===== config.mk =====
export PLATFORM = sky130hd
export DESIGN_NAME = adc_spi_master
export DESIGN_NICKNAME = d
export VERILOG_FILES = /design/src/rtl/adc_spi_pkg.sv /design/src/rtl/adc_sclk_gen.sv /design/src/rtl/adc_spi_master.sv
export SDC_FILE = /design/constraint.sdc
export NUM_CORES = 1
export LEC_CHECK = 0
export BUFFER_PORTS_ARGS = -buffer_cell sky130_fd_sc_hd__buf_2
export CORE_ASPECT_RATIO = 1.2
export CORE_MARGIN = 8
export CORE_UTILIZATION = 25
export CTS_CLUSTER_DIAMETER = 50
export DETAILED_ROUTE_END_ITERATION = 12
export HOLD_SLACK_MARGIN = 0.06
export MAX_ROUTING_LAYER = met4
export PLACE_DENSITY = 0.4
export SLEW_MARGIN = 20
export SYNTH_ARGS = -nofsm -noshare
export SYNTH_HDL_FRONTEND = slang
export SYNTH_SLANG_ARGS = --single-unit

===== constraint.sdc =====
create_clock -name CLK -period 3.44 [get_ports CLK]
set_input_delay 0.688 -clock CLK [delete_from_list [all_inputs] [get_ports CLK]]
set_output_delay 0.688 -clock CLK [all_outputs]
set_load 0.02 [all_outputs]

===== src/rtl/adc_spi_pkg.sv =====
// Shared types and frame geometry for the MAX19777-style ADC SPI master.
// A 16-bit frame carries one leading zero, 12 data bits (MSB first),
// two trailing zeros and one high-Z bit.
package adc_spi_pkg;

    localparam int unsigned FRAME_BITS     = 16;
    localparam int unsigned SAMPLE_BITS    = 12;
    // Positions of the sample inside the 16-bit capture word. Captured bit k
    // (1..16) lands at word index FRAME_BITS-k.
    localparam int unsigned SAMPLE_MSB_POS = 14;
    localparam int unsigned SAMPLE_LSB_POS = 3;

    // Width of the SCLK half-period counter and the quiet-time counter (1..255).
    localparam int unsigned CNT_W          = 8;

    typedef enum logic [1:0] {
        ST_IDLE  = 2'd0,
        ST_SETUP = 2'd1,
        ST_SHIFT = 2'd2,
        ST_QUIET = 2'd3
    } state_e;

endpackage


===== src/rtl/adc_sclk_gen.sv =====
// SCLK generator: CLK_DIV half-period counter plus the SCLK register.
// While run_i is low SCLK is parked high and the counter is held at zero, so
// the first tick after run_i rises is always a falling edge CLK_DIV cycles on.
module adc_sclk_gen
    import adc_spi_pkg::*;
#(
    parameter int unsigned CLK_DIV = 1
) (
    input  logic CLK,
    input  logic nRST,
    input  logic run_i,
    output logic rise_o,
    output logic fall_o,
    output logic sclk_o
);

    localparam logic [CNT_W-1:0] DIV_LAST = CNT_W'(CLK_DIV - 1);

    logic [CNT_W-1:0] cnt_q;
    logic             sclk_q;
    logic             tick;

    assign tick   = run_i && (cnt_q == DIV_LAST);
    // Ticks are announced in the cycle before SCLK changes, so the FSM acts on
    // the same CLK edge that moves SCLK.
    assign rise_o = tick && !sclk_q;
    assign fall_o = tick &&  sclk_q;
    assign sclk_o = sclk_q;

    // Half-period counter and SCLK toggle; idle level is high.
    // NOTE: state registers use non-blocking assignments so every flop samples
    // pre-edge values regardless of block evaluation order.
    always_ff @(posedge CLK or negedge nRST) begin
        if (!nRST) begin
            cnt_q  <= '0;
            sclk_q <= 1'b1;
        end else if (!run_i) begin
            cnt_q  <= '0;
            sclk_q <= 1'b1;
        end else if (tick) begin
            cnt_q  <= '0;
            sclk_q <= ~sclk_q;
        end else begin
            cnt_q  <= cnt_q + CNT_W'(1);
        end
    end

endmodule


===== src/rtl/adc_spi_master.sv =====
// SPI master for a MAX19777-style 12-bit ADC (16-SCLK frame, nCS fall starts
// the conversion). Data is captured on the CLK edge that drives SCLK 0->1.
// Optional build macro ADC_FRAME_CHECK_EN: when defined, FRAME_ERR flags a
// frame whose leading bit or two trailing zero bits are nonzero; when
// undefined, FRAME_ERR is tied low and no check logic exists.
module adc_spi_master
    import adc_spi_pkg::*;
#(
    parameter int unsigned CLK_DIV      = 1,
    parameter int unsigned QUIET_CYCLES = 2,
    parameter bit          CONTINUOUS   = 1'b0
) (
    input  logic                   CLK,
    input  logic                   nRST,
    input  logic                   START,
    input  logic                   DOUT,
    output logic                   nCS,
    output logic                   SCLK,
    output logic [SAMPLE_BITS-1:0] SAMPLE,
    output logic                   SAMPLE_VALID,
    output logic                   BUSY,
    output logic                   FRAME_ERR
);

    localparam logic [CNT_W-1:0] QUIET_LAST = CNT_W'(QUIET_CYCLES - 1);

    state_e                 state_q;
    logic                   ncs_q;
    logic [3:0]             bit_cnt_q;
    logic [CNT_W-1:0]       quiet_cnt_q;
    logic [FRAME_BITS-1:0]  shift_q;
    logic [SAMPLE_BITS-1:0] sample_q;
    logic                   valid_q;

    logic                   sclk_run;
    logic                   sclk_rise;
    logic                   sclk_fall;
    logic [FRAME_BITS-1:0]  frame_w;
    logic                   go;

    // SCLK only runs while nCS is low and the frame is in progress.
    assign sclk_run = (state_q == ST_SETUP) || (state_q == ST_SHIFT);
    // Shift register contents including the bit being captured this edge.
    assign frame_w  = (shift_q << 1) | FRAME_BITS'(DOUT);
    assign go       = START || CONTINUOUS;

    adc_sclk_gen #(
        .CLK_DIV (CLK_DIV)
    ) u_sclk_gen (
        .CLK    (CLK),
        .nRST   (nRST),
        .run_i  (sclk_run),
        .rise_o (sclk_rise),
        .fall_o (sclk_fall),
        .sclk_o (SCLK)
    );

`ifdef ADC_FRAME_CHECK_EN
    logic frame_err_q;
    logic frame_bad;

    // Captured bits 1, 14 and 15 must read zero in a well-formed frame.
    assign frame_bad = frame_w[FRAME_BITS-1] | frame_w[FRAME_BITS-14] | frame_w[FRAME_BITS-15];
    assign FRAME_ERR = frame_err_q;
`else
    assign FRAME_ERR = 1'b0;
`endif

    // Frame sequencer: IDLE -> SETUP -> SHIFT (16 captures) -> QUIET.
    // NOTE: reset is asynchronous so nCS/SCLK return to idle immediately,
    // even mid-frame, without waiting for a clock edge.
    always_ff @(posedge CLK or negedge nRST) begin
        if (!nRST) begin
            state_q     <= ST_IDLE;
            ncs_q       <= 1'b1;
            bit_cnt_q   <= '0;
            quiet_cnt_q <= '0;
            shift_q     <= '0;
            sample_q    <= '0;
            valid_q     <= 1'b0;
`ifdef ADC_FRAME_CHECK_EN
            frame_err_q <= 1'b0;
`endif
        end else begin
            valid_q <= 1'b0;
`ifdef ADC_FRAME_CHECK_EN
            frame_err_q <= 1'b0;
`endif
            case (state_q)
                ST_IDLE: begin
                    if (go) begin
                        state_q <= ST_SETUP;
                        ncs_q   <= 1'b0;
                    end
                end

                ST_SETUP: begin
                    if (sclk_fall) begin
                        state_q <= ST_SHIFT;
                    end
                end

                ST_SHIFT: begin
                    if (sclk_rise) begin
                        shift_q   <= frame_w;
                        bit_cnt_q <= bit_cnt_q + 4'd1;
                        if (bit_cnt_q == 4'd15) begin
                            // Bit 16 is the ADC's high-Z bit: it only enters
                            // the shift register and never reaches an output.
                            sample_q    <= frame_w[SAMPLE_MSB_POS:SAMPLE_LSB_POS];
                            valid_q     <= 1'b1;
`ifdef ADC_FRAME_CHECK_EN
                            frame_err_q <= frame_bad;
`endif
                            ncs_q       <= 1'b1;
                            quiet_cnt_q <= '0;
                            state_q     <= ST_QUIET;
                        end
                    end
                end

                ST_QUIET: begin
                    if (quiet_cnt_q == QUIET_LAST) begin
                        quiet_cnt_q <= '0;
                        if (go) begin
                            state_q <= ST_SETUP;
                            ncs_q   <= 1'b0;
                        end else begin
                            state_q <= ST_IDLE;
                        end
                    end else begin
                        quiet_cnt_q <= quiet_cnt_q + CNT_W'(1);
                    end
                end

                default: begin
                    state_q <= ST_IDLE;
                    ncs_q   <= 1'b1;
                end
            endcase
        end
    end

    assign nCS          = ncs_q;
    assign SAMPLE       = sample_q;
    assign SAMPLE_VALID = valid_q;
    assign BUSY         = (state_q != ST_IDLE);

endmodule


# == Word level (Yosys, flattened, before mapping) ==
# Index checks and enable logic that the tools add are counted.
# Widths: inputs -> output; s select.
# op_classes
addsub,3
bitwise,2
reduce_logical,15
n_eq_ne,11
muxes,23
# op_table
cell,n
$mux 8,5
$add 8x1->8 const B,2
$pmux 8 s2,1
$or 15x1->15,1
$mux 1,10
$mux 2,5
$ne 2x2->1 const B,5
$eq 8x1->1 const B,1
$logic_not 8->1,1
$pmux 2 s4,1
$reduce_and 3->1,2
$reduce_and 5->1,1
$add 4x1->4 const B,1
$eq 2x2->1 const B,2
$eq 4x4->1 const B,1
$reduce_and 4->1,1
$reduce_bool 2->1,2
$logic_and 1x1->1,3
$pmux 1 s3,1
$reduce_bool 3->1,1
$eq 2x1->1 const B,1
$logic_not 2->1,1
$ne 2x1->1 const B,1
$reduce_and 2->1,1
3 further kinds,3
# totals
wordCells,63
reg_bits,51
out_inout_bits,17
in_bits,4

# == Depth between registers and ports, before layout ==
# Gate-level depths: netlist of the first run.
# logic_depth
word_depth,6
depth_mapped,9
ltp_nobuf,6

# == By module ==
# Synthesis of the first run repeated with hierarchy kept, for this count alone.
# unflattened
cells_unflattened,193
hier_area_um2,2351.0
# by_module_without_submodules
mod,seq_area_each_um2,area_each_um2,cells_each,n_inst
adc_spi_master,1052.3,1899.3,145,1
adc_sclk_gen,226.5,451.7,48,1

# == Worst setup path after synthesis of the first run ==
# Ideal clock, no wire load.
# synth_path
path_type,flip-flop to flip-flop
start,register state_q[0]
end,"register sample_q[10], in the netlist SAMPLE[10]"
arrival_ns,2.489
setup_time_ns,0.127
required_ns,3.313
synth_period_minus_slack_ns,2.616
setup_slack_ns,0.824
path_stages_with_launch,10
n_path_buf,3
cell_sequence,dfrtp_1 > inv_1 > ha_1 > or4b_1 > buf_2 > or4_1 > buf_2 > nor2_4 > buf_6 > mux2_1
# synth_between
elab_chain_cells,5
word_cells_on_any_way,6
classes_between,eq/ne (2); reduce/logical (4)
# synth_lines
element,line,rtl
from (decl),adc_spi_master.sv:27,state_e state_q;
from (signal assigned),adc_spi_master.sv:74,state_q <= ST_IDLE;
from (signal assigned),adc_spi_master.sv:92,state_q <= ST_SETUP;
from (signal assigned),adc_spi_master.sv:99,state_q <= ST_SHIFT;
$eq 2x1->1 / $eq 2x2->1 (equally long branches),"adc_spi_master.sv:42, adc_spi_master.sv:89",
$logic_or 1x1->1,adc_spi_master.sv:42,assign sclk_run = (state_q == ST_SETUP) || (state_q == ST_SHIFT);
$logic_and 1x1->1,adc_sclk_gen.sv:23,assign tick = run_i && (cnt_q == DIV_LAST);
$logic_and 1x1->1,adc_sclk_gen.sv:26,assign rise_o = tick && !sclk_q;
$reduce_and 3->1 (no source line) *,--,
to (signal assigned),adc_spi_master.sv:110,sample_q <= frame_w[SAMPLE_MSB_POS:SAMPLE_LSB_POS];
to (decl),adc_spi_master.sv:32,logic [SAMPLE_BITS-1:0] sample_q;
# Every way passes the cells marked *; elsewhere a longest branch is shown, timed or not.
# A chain may end at the register's enable or synchronous reset.

# == Worst setup path in the final report of the first run ==
# layout_path
start,register state_q[0]
end,register state_q[1]
# layout_between
elab_chain_cells,6
word_cells_on_any_way,15
classes_between,eq/ne (8); mux (1); reduce/logical (6)
# layout_lines
element,line
$eq 2x1->1 / $eq 2x2->1 (equally long branches),"adc_spi_master.sv:42, adc_spi_master.sv:89"
$logic_or 1x1->1,adc_spi_master.sv:42
$logic_and 1x1->1,adc_sclk_gen.sv:23
$logic_and 1x1->1 (on tied branches),"adc_sclk_gen.sv:27, adc_sclk_gen.sv:26"
$ne 2x2->1 (no source line),--
$reduce_and 5->1 (no source line),--
# Parallel ways exist; a longest one is shown, timed or not.

==> Implementation_results.wiki, run 1 <==
{| class="wikitable"
! Metric !! Value
|-
| Post-route antenna net violation count || 0
|-
| Bufs on Longest Clock Path || 2
|-
| Total routing usage reported by global routing || 8.560%
|-
| Register bit count reported by yosys || 51
|-
| Fin nets || 261
|-
| Mux cell area share after synthesis || 6.430%
|-
| Pin count of the biggest net entering global routing || 35
|-
| Count of pins on the block boundary || 21
|-
| Min cycle time layout || 2.840 ns
|-
| Clock-pin slew on the worst setup and hold paths || 0.07 ns
|-
| Syn avg cell area || 10.81 sq um
|-
| H-tree depth reported by CTS || 2
|-
| Post-cts hold buffer count || 0
|-
| Cell taking the most area after synthesis || sky130_fd_sc_hd__dfrtp_1
|-
| Combinational family with the most area after synthesis || simple AND/OR/NAND/NOR gates
|-
| Leakage power || 0.001385 uW
|-
| Clock tree from TritonCTS || built
|-
| Routability congestion estimate from global placement || 0.7501
|-
| Sum Neg Setup Slack || 0 ns
|-
| Worst setup EP type || flop
|-
| TritonCTS buffer count || 5
|-
| Clock Sink Count || 51
|-
| Post-CTS setup buffer count || 0
|-
| Final WL || 5092 microns
|-
| Detailed router's first-iteration violation count || 106
|-
| Most common cell in the netlist || sky130_fd_sc_hd__nand2_1
|-
| Total of cells resized after clock tree synthesis || 0
|-
| Share of cells above drive strength 1 || 16.53%
|-
| Portion of the clock cycle consumed by the worst path in the final layout || 82.55%
|-
| Cell family with the largest share of critical-path delay || compound AO/OA/AOI/OAI gates
|-
| CP Cell Sequence || inv_1, ha_1, or4b_1, o41a_4, a2111oi_4, mux2_1
|-
| Die H || 124.1 microns
|-
| Final global-route overflow total || 0
|-
| Floorplan core area || 9515 sq um
|-
| Global-route wire length before repair || 8742 microns
|-
| Count of vias placed by the detailed router || 1668
|-
| Total of buffers placed on input and output ports || 19
|-
| Register area share after synthesis || 52.57%
|-
| Share of synthesized flip-flops with an asynchronous set or reset || 100.0%
|-
| Crit Path Class || reg -> reg
|-
| Synth area leaders || sky130_fd_sc_hd__dfrtp_1, sky130_fd_sc_hd__nand2_1, sky130_fd_sc_hd__ha_1
|-
| Area overhead of the layout relative to synthesis || 16.10%
|-
| Skew-Pair Late Insertion Delay || 0.30 ns
|-
| Slowest Stage Delay on Critical Path || 0.59 ns
|-
| Final number of hold-violating endpoints || 0
|-
| Synthesized instance count || 225
|-
| Syn_nets || 239
|-
| Highest ir drop seen on vdd || 0.0002482 V
|-
| Vias/cell || 4.496
|-
| DRC errors left || 0
|-
| Maximum frequency from static timing analysis || 0.3522 GHz
|-
| Adder-cell share of the synthesized area || 5.144%
|-
| Max-slew violations || 0
|-
| Synth Cell Area || 2432 sq um
|-
| Starting density of the core || 25.56%
|-
| Final instance area || 2824 sq um
|-
| Synth cell count leaders || sky130_fd_sc_hd__nand2_1, sky130_fd_sc_hd__dfrtp_1, sky130_fd_sc_hd__inv_1, sky130_fd_sc_hd__mux2_1, sky130_fd_sc_hd__ha_1
|-
| Number of antenna violations at the first check in global routing || 0
|-
| Number of global-route vias before repair || 1703
|-
| Worst path required time || 3.61 ns
|-
| Fraction of synthesized cell area in xor and xnor cells || 3.601%
|-
| Data arrival time of the critical path || 3.01 ns
|-
| EDFF count, synth || 0
|-
| Startpoint type of the worst setup path || flop
|-
| RSZ-0062 raised after global routing || no
|-
| Syn. warnings || 0
|-
| Number of rows created at floorplan || 39
|-
| DIE AREA || 13150 sq um
|-
| Final setup violating endpoints || 0
|-
| Synth Area in Simple Gates || 18.83%
|-
| Root buffer cell || sky130_fd_sc_hd__clkbuf_16
|-
| Setup Skew || 0.009055 ns
|-
| Worst Path Max Fanout || 7
|-
| Top-area cell type share of the netlist area || 50.41%
|-
| Critical path buffer and inverter count || 1
|-
| Instance area after placement || 2670 sq um
|-
| Worst slew margin relative to its limit || 64.18%
|-
| Horizontal die dimension || 106.0 microns
|-
| P per Cell Area || 652.6 nW/um^2
|-
| Routed wirelength normalized by instance count || 13.73 microns
|-
| Detailed-placement wirelength estimate || 3475 microns
|-
| Ys flop type || sky130_fd_sc_hd__dfrtp_1
|-
| Outcome || finished, final reports clean
|-
| Total inserted antenna cells || 0
|-
| Slowest CP cell || sky130_fd_sc_hd__or4b_1
|-
| Transition time of the tightest slew-check pin || 0.5304 ns
|-
| Distinct cells, synth || 40
|-
| Maxcap violations || 0
|-
| Hold/Removal Path Class || in -> async
|-
| Number of detailed-route iterations in the first pass || 4
|-
| Post-synthesis compound-gate area fraction || 9.568%
|}
[cells in the final DEF, fill, tap and decap left out, types with 3 or more instances in the layout]
| cell type | n |
|---|---|
| sky130_fd_sc_hd__nand2_1 | 50 |
| sky130_fd_sc_hd__dfrtp_1 | 49 |
| sky130_fd_sc_hd__buf_2 | 19 |
| sky130_fd_sc_hd__inv_1 | 11 |
| sky130_fd_sc_hd__mux2_1 | 11 |
| sky130_fd_sc_hd__ha_1 | 10 |
| sky130_fd_sc_hd__nor2_1 | 9 |
| sky130_fd_sc_hd__nand3_1 | 7 |
| sky130_fd_sc_hd__xnor2_1 | 6 |
| sky130_fd_sc_hd__and3_1 | 6 |
| sky130_fd_sc_hd__clkbuf_16 | 5 |
| sky130_fd_sc_hd__buf_4 | 5 |
| sky130_fd_sc_hd__xor2_1 | 4 |
| sky130_fd_sc_hd__nor3_1 | 4 |
| sky130_fd_sc_hd__o221ai_1 | 4 |
| sky130_fd_sc_hd__o21ai_0 | 4 |
| sky130_fd_sc_hd__and2_1 | 3 |
| sky130_fd_sc_hd__or4b_1 | 3 |
| sky130_fd_sc_hd__or4_1 | 3 |
| sky130_fd_sc_hd__o2bb2ai_1 | 3 |
| sky130_fd_sc_hd__o31ai_1 | 3 |
| sky130_fd_sc_hd__nand4_1 | 3 |
[power breakdown]
| group | switching [uW] | internal (uW) |
|---|---|---|
| combinational | 346 | 224 |
| clock | 243 | 278 |
| sequential | 70.4 | 681 |
[state kept, by name (all words and copies together) (netlist names)]
register,flops
nCS,1
state_q,2
u_sclk_gen.cnt_q,8
bit_cnt_q,4
SAMPLE_VALID,1
quiet_cnt_q,8
u_sclk_gen.sclk_o,1
shift_q,14
SAMPLE,12
[final cells by class]
cell class                      count  area, sq um
Timing Repair Buffer               24        132.6
Sequential cell                    51         1279
Clock inverter                      3        28.78
Multi-Input combinational cell    154         1064
Inverter                           11        41.29
Clock buffer                        5        125.1
Tap cell                          123        153.9
Fill cell                        1020         6691
[worst paths after layout]
path / startpoint / to / slack (ns) / cells after the start
worst min register to register: shift_q[13]$_DFFE_PN0P_ / shift_q[13]$_DFFE_PN0P_ / 0.47 / 2
worst max-delay path: state_q[0]$_DFFE_PN0P_ / state_q[1]$_DFFE_PN0P_ / 0.60 / 6
worst max register to register: state_q[0]$_DFFE_PN0P_ / state_q[1]$_DFFE_PN0P_ / 0.60 / 6
worst min-delay path: nRST / quiet_cnt_q[7]$_DFFE_PN0P_ / 0.35 / 1
max in group asynchronous: nRST / SAMPLE[7]$_DFFE_PN0P_ / 2.28 / 2
min in group CLK: shift_q[13]$_DFFE_PN0P_ / shift_q[13]$_DFFE_PN0P_ / 0.47 / 2
[layer usage]
layer	vias up	global-route usage [%]	part of all wire (%)
li1	827	-	-
met1	805	10.66	49
met2	28	13.16	46
met3	8	1.708	3.0
met4	0	3.965	2.2
met5	-	-	0
[worst register-to-register path, delay by kind of cell (launching register included)]
kind	cells	cell delay, ns
AOI/OAI and AO/OA	2	0.89
and+or+nand+nor	1	0.59
DFF	1	0.39
adders and majority gates	1	0.38
muxes	1	0.36
buffers and inverters	1	0.11
[cells by family after synthesis]
kind of cell    after synthesis
simple gates                 94
flops                        51
compound gates               25
buf+inv                      20
mux                          14
fa+ha+maj                    10
xor+xnor                     10
other cells                   1
[through the flow]
step / utilization (%) / setup WS [ns] / std cells / total power (uW) / hold slack [ns]
after floorplan: - / 0.8237 / 225 / 1177 / 0.3924
after global placement: 28.06 / 0.6381 / 363 / 1336 / 0.4545
after detailed placement: 28.06 / 0.5738 / 363 / 1341 / 0.4573
after CTS: 29.68 / 0.5698 / 371 / 1871 / 0.3603
after global routing: 29.68 / 0.4501 / 371 / 1972 / 0.3740
final: 29.68 / 0.6003 / 371 / 1843 / 0.3454
(Power assumes the default switching activity.)
==> run 2: changes to the inputs <==
Clock period 3.44 ns to 2.75 ns, I/O delays scaled along.
==> Implementation_results.wiki, run 2 (synthesis results as in run 1) <==
{| class="wikitable"
! Metric !! Value
|-
| CP startpoint || state_q[1]$_DFFE_PN0P_
|-
| Worst Path Max Fanout || 7
|-
| Sum Neg Setup Slack || 0 ns
|-
| Maxcap violations || 0
|-
| Number of antenna violations at the first check in global routing || 0
|-
| Finished Core Util || 30.53%
|-
| Area overhead of the layout relative to synthesis || 19.44%
|-
| Post-CTS setup buffer count || 0
|-
| Final setup violating endpoints || 0
|-
| DRC errors left || 0
|-
| Vias/cell || 4.432
|-
| Worst slew margin relative to its limit || 55.61%
|-
| Total instance count after detailed placement || 372
|-
| Worst path required time || 2.92 ns
|-
| Clock tree from TritonCTS || built
|-
| Outcome || finished, final reports clean
|-
| Crit Path Class || reg -> reg
|-
| Total of buffers placed on input and output ports || 19
|-
| Min cycle time layout || 2.607 ns
|-
| Horizontal die dimension || 106.0 microns
|-
| Number of global-route vias before repair || 1703
|-
| Floorplan core area || 9515 sq um
|-
| Bufs on Longest Clock Path || 2
|-
| Highest ir drop seen on vdd || 0.0003287 V
|-
| Maximum frequency from static timing analysis || 0.3836 GHz
|-
| Max-slew violations || 0
|-
| Reg-to-reg critical path startpoint || state_q[1]$_DFFE_PN0P_
|-
| Total routing usage reported by global routing || 8.640%
|-
| Number of standard cells in the final layout excluding fillers || 380
|-
| Number of fillers in the final layout || 992
|-
| Total inserted antenna cells || 0
|-
| Hold/Removal Path Class || in -> async
|-
| Number of rows created at floorplan || 39
|-
| Portion of the clock cycle consumed by the worst path in the final layout || 94.79%
|-
| Fin nets || 270
|-
| Data arrival time of the critical path || 2.78 ns
|-
| Root buffer cell || sky130_fd_sc_hd__clkbuf_16
|-
| Routed wirelength normalized by instance count || 13.37 microns
|-
| Final WL || 5080 microns
|-
| Pin count of the biggest net entering global routing || 52
|-
| Count of vias placed by the detailed router || 1684
|-
| Share of cells above drive strength 1 || 19.84%
|-
| Final global-route overflow total || 0
|-
| Skew-Pair Late Insertion Delay || 0.29 ns
|-
| Final number of hold-violating endpoints || 0
|-
| P per Cell Area || 822.2 nW/um^2
|-
| Flip-flop count of the largest register after layout || 14
|-
| Leakage power || 0.001434 uW
|-
| Transition time of the tightest slew-check pin || 0.6659 ns
|-
| Top reg by flops || shift_q
|-
| TritonCTS buffer count || 5
|-
| Number of detailed-route iterations in the first pass || 4
|-
| H-tree depth reported by CTS || 2
|-
| Die H || 124.1 microns
|-
| Clock Sink Count || 51
|-
| Startpoint type of the worst setup path || flop
|-
| Overall power of the completed layout || 2389 uW
|-
| Detailed router's first-iteration violation count || 31
|-
| Starting density of the core || 25.56%
|-
| Worst setup EP type || flop
|-
| Clock-pin slew on the worst setup and hold paths || 0.07 ns
|-
| Leading cell types in the layout, fill and taps excluded || sky130_fd_sc_hd__nand2_1, sky130_fd_sc_hd__dfrtp_1, sky130_fd_sc_hd__buf_2
|-
| Most common library cell in the layout ignoring fill and taps || sky130_fd_sc_hd__nand2_1
|-
| Detailed-placement wirelength estimate || 3483 microns
|-
| Worst reg2reg setup slack || 0.14 ns
|-
| Setup Skew || 0.008083 ns
|-
| Global-route wire length before repair || 8804 microns
|-
| DIE AREA || 13150 sq um
|-
| Routability congestion estimate from global placement || 0.7838
|-
| Post-route antenna net violation count || 0
|-
| RSZ-0062 raised after global routing || no
|-
| Count of pins on the block boundary || 21
|}
run 2: changes by cell type in the layout (fill, tap and decap cells not counted), sizes merged:
cell / delta
buf: +9
clkinv: -1
inv: +1
run 2: path summary, 6_finish.rpt:
path,to,cells past startpoint
max reg2reg,state_q[1]$_DFFE_PN0P_,6
max,state_q[1]$_DFFE_PN0P_,6
min in group CLK,shift_q[0]$_DFFE_PN0P_,3
min reg2reg,shift_q[13]$_DFFE_PN0P_,2
min,SAMPLE[7]$_DFFE_PN0P_,2
max in group asynchronous,bit_cnt_q[0]$_DFFE_PN0P_,2
run 2: worst max-delay path, cell delays in order, from the launching register on:
cell and delay, ns:
sky130_fd_sc_hd__dfrtp_1 0.35, sky130_fd_sc_hd__inv_1 0.07, sky130_fd_sc_hd__ha_1 0.36, sky130_fd_sc_hd__or4b_4 0.53, sky130_fd_sc_hd__o41a_4 0.50, sky130_fd_sc_hd__a2111oi_4 0.33
sky130_fd_sc_hd__mux2_1 0.36
run 2: timing repair:
item | in CTS | in global routing
setup endpoints to repair | 0 | 1
gates resized for setup | 0 | 1
hold buffers | 0 | 0
run 2: routing by layer:
layer  vias up  global-route usage, %  routed length [microns]
met2        28                  13.78                     2362
met4         0                  4.229                      108
met5         -                      -                        0
met1       806                  10.35                     2453
met3         8                  1.605                      156
li1        842                      -                        -
run 2: metrics by stage:
stage	setup WS [ns]	hold WS, ns	instance area, sq um
CTS	0.08077	0.4181	2902
floorplan	0.1337	0.2544	2432
global placement	0.1258	0.4575	2750
finish	0.1434	0.3805	2905
detailed placement	0.08341	0.4593	2750
global route	0.06056	0.4522	2905
run 2: report_power, final:
group,leakage (uW),switching [uW],total [uW],internal [uW]
clock,0.0000748,299,645,346
sequential,0.000692,81.1,933,852
combinational,0.000667,456,811,354
total,0.00143,836,2390,1550
run 2: cell type report:
cell class	instances	area, sq um	share of cell area, %
Clock inverter	3	26.28	0.9044
Inverter	11	41.29	1.421
Timing Repair Buffer	33	212.7	7.321
Tap cell	123	153.9	5.297
Sequential cell	51	1279	44.01
Clock buffer	5	125.1	4.307
Multi-Input combinational cell	154	1067	36.74
